**config.mk**
```make
export PLATFORM = sky130hd
export DESIGN_NAME = comp_hyst_debounce
export DESIGN_NICKNAME = d
export VERILOG_FILES = /design/src/rtl/comp_hyst_debounce.sv
export SDC_FILE = /design/constraint.sdc
export NUM_CORES = 1
export LEC_CHECK = 0
export BUFFER_PORTS_ARGS = -buffer_cell sky130_fd_sc_hd__buf_4
export CORE_MARGIN = 5
export CORE_UTILIZATION = 43
export CTS_CLUSTER_DIAMETER = 150
export DETAILED_ROUTE_END_ITERATION = 7
export PLACE_DENSITY = 0.82
export RECOVER_POWER = 100
export SYNTH_ARGS = -nofsm -noshare
export SYNTH_HDL_FRONTEND = slang
export SYNTH_SLANG_ARGS = --single-unit
```
**constraint.sdc**
```tcl
create_clock -name clk -period 2.1 [get_ports clk]
set_input_delay 0.21 -clock clk [delete_from_list [all_inputs] [get_ports clk]]
set_output_delay 0.21 -clock clk [all_outputs]
set_load 0.01 [all_outputs]
```
**src/rtl/comp_hyst_debounce.sv**
```systemverilog
// Hysteresis threshold monitor with consecutive-sample debounce.
// Ports: clk, rst_n, en, in_valid, in_data, thr_hi, thr_lo, deb_len -> above, rise, fall, busy.
module gt_cmp #(
  parameter int N = 8
) (
  input  logic [N-1:0] a,
  input  logic [N-1:0] b,
  output logic         gt
);
  assign gt = a > b;
endmodule

module comp_hyst_debounce #(
  parameter int N  = 8,
  parameter int CW = 4
) (
  input  logic          clk,
  input  logic          rst_n,
  input  logic          en,
  input  logic          in_valid,
  input  logic [N-1:0]  in_data,
  input  logic [N-1:0]  thr_hi,
  input  logic [N-1:0]  thr_lo,
  input  logic [CW-1:0] deb_len,
  output logic          above,
  output logic          rise,
  output logic          fall,
  output logic          busy
);

  // bit1 = above, bit0 = busy
  localparam logic [1:0] LOW       = 2'b00;
  localparam logic [1:0] LOW_PEND  = 2'b01;
  localparam logic [1:0] HIGH      = 2'b10;
  localparam logic [1:0] HIGH_PEND = 2'b11;

  logic [1:0]    state, state_nx;
  logic [CW-1:0] cnt, cnt_nx;
  logic          rise_nx, fall_nx;
  logic          gt_hi, gt_lo;
  logic          hi_s, lo_s;
  logic [CW-1:0] deb_eff;
  logic [CW:0]   cnt_inc;
  logic          done;

  gt_cmp #(.N(N)) u_cmp_hi (
    .a (in_data),
    .b (thr_hi),
    .gt(gt_hi)
  );

  gt_cmp #(.N(N)) u_cmp_lo (
    .a (in_data),
    .b (thr_lo),
    .gt(gt_lo)
  );

  // With crossed thresholds a sample can be both; high wins.
  assign hi_s = gt_hi;
  assign lo_s = !gt_lo && !gt_hi;

  assign deb_eff = (deb_len == '0) ? CW'(1) : deb_len;
  assign cnt_inc = {1'b0, cnt} + 1'b1;
  // >= so a shortened deb_len mid-streak fires at once.
  assign done    = cnt_inc >= {1'b0, deb_eff};

  always_comb begin
    state_nx = state;
    cnt_nx   = cnt;
    rise_nx  = 1'b0;
    fall_nx  = 1'b0;
    if (!en) begin
      state_nx = {state[1], 1'b0};
      cnt_nx   = '0;
    end else if (in_valid) begin
      unique case (state)
        LOW, LOW_PEND: begin
          if (hi_s && done) begin
            state_nx = HIGH;
            cnt_nx   = '0;
            rise_nx  = 1'b1;
          end else if (hi_s) begin
            state_nx = LOW_PEND;
            cnt_nx   = cnt_inc[CW-1:0];
          end else begin
            state_nx = LOW;
            cnt_nx   = '0;
          end
        end
        HIGH, HIGH_PEND: begin
          if (lo_s && done) begin
            state_nx = LOW;
            cnt_nx   = '0;
            fall_nx  = 1'b1;
          end else if (lo_s) begin
            state_nx = HIGH_PEND;
            cnt_nx   = cnt_inc[CW-1:0];
          end else begin
            state_nx = HIGH;
            cnt_nx   = '0;
          end
        end
        default: begin
          state_nx = LOW;
          cnt_nx   = '0;
        end
      endcase
    end
  end

  always_ff @(posedge clk or negedge rst_n) begin
    if (!rst_n) begin
      state <= LOW;
      cnt   <= '0;
      rise  <= 1'b0;
      fall  <= 1'b0;
    end else begin
      state <= state_nx;
      cnt   <= cnt_nx;
      rise  <= rise_nx;
      fall  <= fall_nx;
    end
  end

  assign above = state[1];
  assign busy  = state[0];

endmodule

```
==> impl_table.tex <==
\begin{tabular}{lr}
\hline
Metric & Value \\
\hline
\multicolumn{2}{l}{\textbf{Cells and area}} \\
\quad Share of the core filled with cells & 0.648 \\
\quad Number of fillers in the final layout & 175 \\
\quad Area growth syn-to-layout & 44.5\% \\
\quad Share of layout cells above drive strength 1 & 0.377 \\
\quad Antenna diode instance count & 0 \\
\quad Filler-free cell count of the finished design & 173 \\
\quad Final non-filler cell area & 0.00127 mm² \\
\quad Final-stage net count & 201 \\
\multicolumn{2}{l}{\textbf{Run status}} \\
\quad Outcome & finished, final reports clean \\
\multicolumn{2}{l}{\textbf{Setup path}} \\
\quad Launch point of the worst path & cnt[0] \\
\quad Reg2reg path depth & 9 \\
\quad Worst Path Class, Setup & flip-flop to flip-flop \\
\quad R2R Path End & cnt[0] \\
\quad Worst setup path endpoint & cnt[0] \\
\quad Worst endpoint required time & 2.25 ns \\
\quad Critical Path End Type & flip-flop \\
\quad Data arrival time at the worst-slack endpoint & 2.20 ns \\
\quad Cells along the critical path & ha\_2 -> nor2b\_2 -> or2\_4 -> ha\_4 -> o21ai\_1 -> o21ai\_2 -> nor2\_2 -> o21a\_4 -> mux2\_2 \\
\quad Type of origin of the critical path & flip-flop \\
\quad Worst-case register-to-register setup slack & 0.05 ns \\
\quad Source of the worst register-to-register timing path & cnt[0] \\
\quad Critical path peak fanout & 4 \\
\quad Critical path's largest stage delay & 0.39 ns \\
\quad Slowest-stage cell, CP & dfrtp\_1 \\
\multicolumn{2}{l}{\textbf{Synth}} \\
\quad Number of register bits inferred by synthesis & 8 \\
\quad Cell accounting for the most synthesized area & ha\_1 \\
\quad Cell types occupying the most area after synthesis & ha\_1 30\%, dfrtp\_1 23\%, inv\_1 7.7\% \\
\quad Library cell with the highest instance count after synthesis & ha\_1 \\
\quad Area of the mapped netlist & 880 µm² \\
\quad Fraction of the yosys area taken by sequential cells & 0.228 \\
\quad Count of different cell masters after synthesis & 29 \\
\quad Top cell types by occurrence after synthesis & 21 x ha\_1, 18 x inv\_1, 8 x dfrtp\_1, 7 x a21oi\_1 \\
\quad Post-synthesis area per instance & 8.71 µm² \\
\quad Most used flip-flop cell after synthesis & dfrtp\_1 \\
\quad Post-synth net total & 154 \\
\quad Number of enable flip-flop cells after synthesis & 0 \\
\quad Proportion of synthesized flip-flops having asynchronous set or reset & 1.00 \\
\quad Yosys warning count & 0 \\
\quad Post-synthesis instance total & 101 \\
\quad Post-synth top area share & 0.299 \\
\multicolumn{2}{l}{\textbf{Detailed routing}} \\
\quad Via density per instance & 4.94 \\
\quad Drt total wl & 2120 µm \\
\quad Routed wirelength normalized by instance count & 12.2 µm \\
\quad DRC violation total after the first TritonRoute iteration & 3 \\
\quad Remaining antenna violation count & 0 \\
\quad Via Count & 855 \\
\quad Total iterations of the first detailed-routing run & 2 \\
\quad Remaining design rule violation count & 0 \\
\multicolumn{2}{l}{\textbf{STA}} \\
\quad Slew at the pin with the worst max-slew slack & 0.429 ns \\
\quad Portion of the clock cycle consumed by the worst path in the final layout & 0.975 \\
\quad Final slew viol count & 0 \\
\quad Clock skew after layout & 0.0140 ns \\
\quad Final setup viols & 0 \\
\quad RSZ-0062 raised after global routing & yes \\
\quad Final hold slack & 0.271 ns \\
\quad Maximum clock rate & 0.488 GHz \\
\quad Hold violation total from the final report & 0 \\
\quad Relative max-transition margin & 0.714 \\
\quad Crit path time final & 2.05 ns \\
\quad Total Neg Setup Slack & 0 ns \\
\quad Final WS setup & 0.0523 ns \\
\multicolumn{2}{l}{\textbf{CTS}} \\
\quad TritonCTS buffer count & 3 \\
\quad Clock tree from TritonCTS & built \\
\quad Skew-Pair Late Insertion Delay & 0.26 ns \\
\quad Number of sinks handled by clock tree synthesis & 8 \\
\quad Clock Root Buffer & clkbuf\_4 \\
\quad H-Tree Depth & 1 \\
\quad Clock slew at the register clock pins of the worst setup and hold paths & 0.06 ns \\
\quad Buffers from clock root to sink, at most & 2 \\
\multicolumn{2}{l}{\textbf{Power and ir drop}} \\
\quad Fraction of power consumed by combinational cells & 0.412 \\
\quad Switching Power & 0.170 mW \\
\quad P\_leak & 0.686 nW \\
\quad Sequential group share of total power & 0.354 \\
\quad Clock group share of total power & 0.234 \\
\quad Net Sw Frac & 0.330 \\
\quad Final total power & 0.515 mW \\
\quad Maximum VDD drop & 478 µV \\
\quad PD cells & 405 mW/mm² \\
\quad Int Pwr & 0.345 mW \\
\multicolumn{2}{l}{\textbf{Placement}} \\
\quad Placed cell areas & 0.00120 mm² \\
\quad Worst slack at placement & -0.188 ns \\
\quad Count of input and output buffers & 35 \\
\quad Number of placed instances, taps included & 166 \\
\quad Estimated wirelength of the detail-placed design & 1790 µm \\
\quad Final weighted congestion of routability-driven global placement & 0.780 \\
\multicolumn{2}{l}{\textbf{GRT}} \\
\quad Grt total ovfl & 0 \\
\quad Largest net degree at the start of global routing & 9 \\
\quad Antenna violations before repair & 0 \\
\quad Via count of the first global-routing pass & 922 \\
\quad All-layer global routing usage & 0.149 \\
\quad Global-route wire length before repair & 3750 µm \\
\multicolumn{2}{l}{\textbf{Floorplanning}} \\
\quad Starting density of the core & 0.448 \\
\quad Top-level port count & 36 \\
\quad Vertical die dimension & 55.2 µm \\
\quad Count of standard-cell rows & 16 \\
\quad Die Outline Area & 0.00305 mm² \\
\quad Area of the core region & 0.00196 mm² \\
\quad Overall die width & 55.2 µm \\
\multicolumn{2}{l}{\textbf{Flow run}} \\
\quad Number of violations of the max-capacitance limit & 0 \\
\multicolumn{2}{l}{\textbf{Worst hold path}} \\
\quad Kind of path behind the tightest hold check & input pin to flip-flop \\
\hline
\end{tabular}
## worst max-delay path, delay by kind of cell, from the launching register on
family	cells	cell delay [ns]
and+or+nand+nor	3	0.46
DFF	1	0.39
adders and majority gates	2	0.45
AOI/OAI and AO/OA	3	0.37
muxes	1	0.25
## per-layer routing
metal	global-route usage	routed length (µm)
met4	0.0521	40
met5	0	0
met1	0.163	879
met3	0.0490	152
met2	0.265	1040
## kinds of logic (layout without fill, tap and decap cells)
kind of cell,count (synthesis),after routing,share of synthesized area
AO/OA/AOI/OAI,26,26,0.208
AND/OR/NAND/NOR,26,26,0.166
adder cells (fa/ha/maj),21,21,0.299
buffers and inverters,18,63,0.0768
flip-flops,8,8,0.228
XOR/XNOR,1,1,0.00996
multiplexers,1,1,0.0128
## how the worst min path moves through the flow
stage	start	endpoint	cells after the start
3_5_place_dp	rst_n	cnt[0]	1
4_1_cts	rst_n	cnt[3]	2
5_1_grt	in_valid	fall	3
6_report	in_valid	fall	3
3_3_place_gp	rst_n	state[0]	1
2_1_floorplan	rst_n	cnt[0]	0
## cells in the final DEF (no fill, tap or decap)
master / n
a211o_1: 1
a211oi_2: 1
a21o_1: 1
a21oi_1: 7
a22o_1: 2
a31o_2: 1
a31oi_1: 1
and2_4: 1
buf_4: 36
clkbuf_1: 5
clkbuf_4: 3
dfrtp_1: 8
dlygate4sd3_1: 1
ha_1: 19
ha_2: 1
ha_4: 1
inv_1: 18
mux2_2: 1
nand2_1: 5
nand2b_1: 1
nand3_1: 1
nand3_2: 2
nand4_1: 4
nor2_1: 1
nor2_2: 3
nor2b_1: 4
nor2b_2: 1
nor3_1: 2
o211ai_1: 2
o21a_4: 1
o21ai_0: 2
o21ai_1: 4
o21ai_2: 1
o221ai_1: 1
o22a_4: 1
or2_4: 1
xnor2_1: 1
## timing repair
item | in CTS | in global routing
buffers inserted | 3 | 0
pin swaps | 4 | 2
setup endpoints to repair | 8 | 6
hold buffers | 1 | 0
resized for setup | 7 | 4
hold endpoints to repair | 8 | 0
## sequential cells by signal, indices dropped and copies added (netlist names)
register,flops
cnt,4
fall,1
rise,1
state,2
## power by group through the flow
stage | Combinational, mW | Sequential [mW] | Clock, mW
floorplan | 0.109 | 0.188 | 0
global placement | 0.201 | 0.184 | 0
detailed placement | 0.210 | 0.184 | 0
CTS | 0.217 | 0.182 | 0.127
global route | 0.239 | 0.183 | 0.135
finish | 0.212 | 0.182 | 0.121
## final cells by class
cell class,instances,area (µm²),area share
inverter,18,67.6,0.0531
tap,27,33.8,0.0266
sequential,8,200,0.157
timing repair buffer,42,299,0.235
clock buffer,3,22.5,0.0177
multi-input combinational,75,648,0.510
No activity file was read; power rests on OpenSTA's default activity.
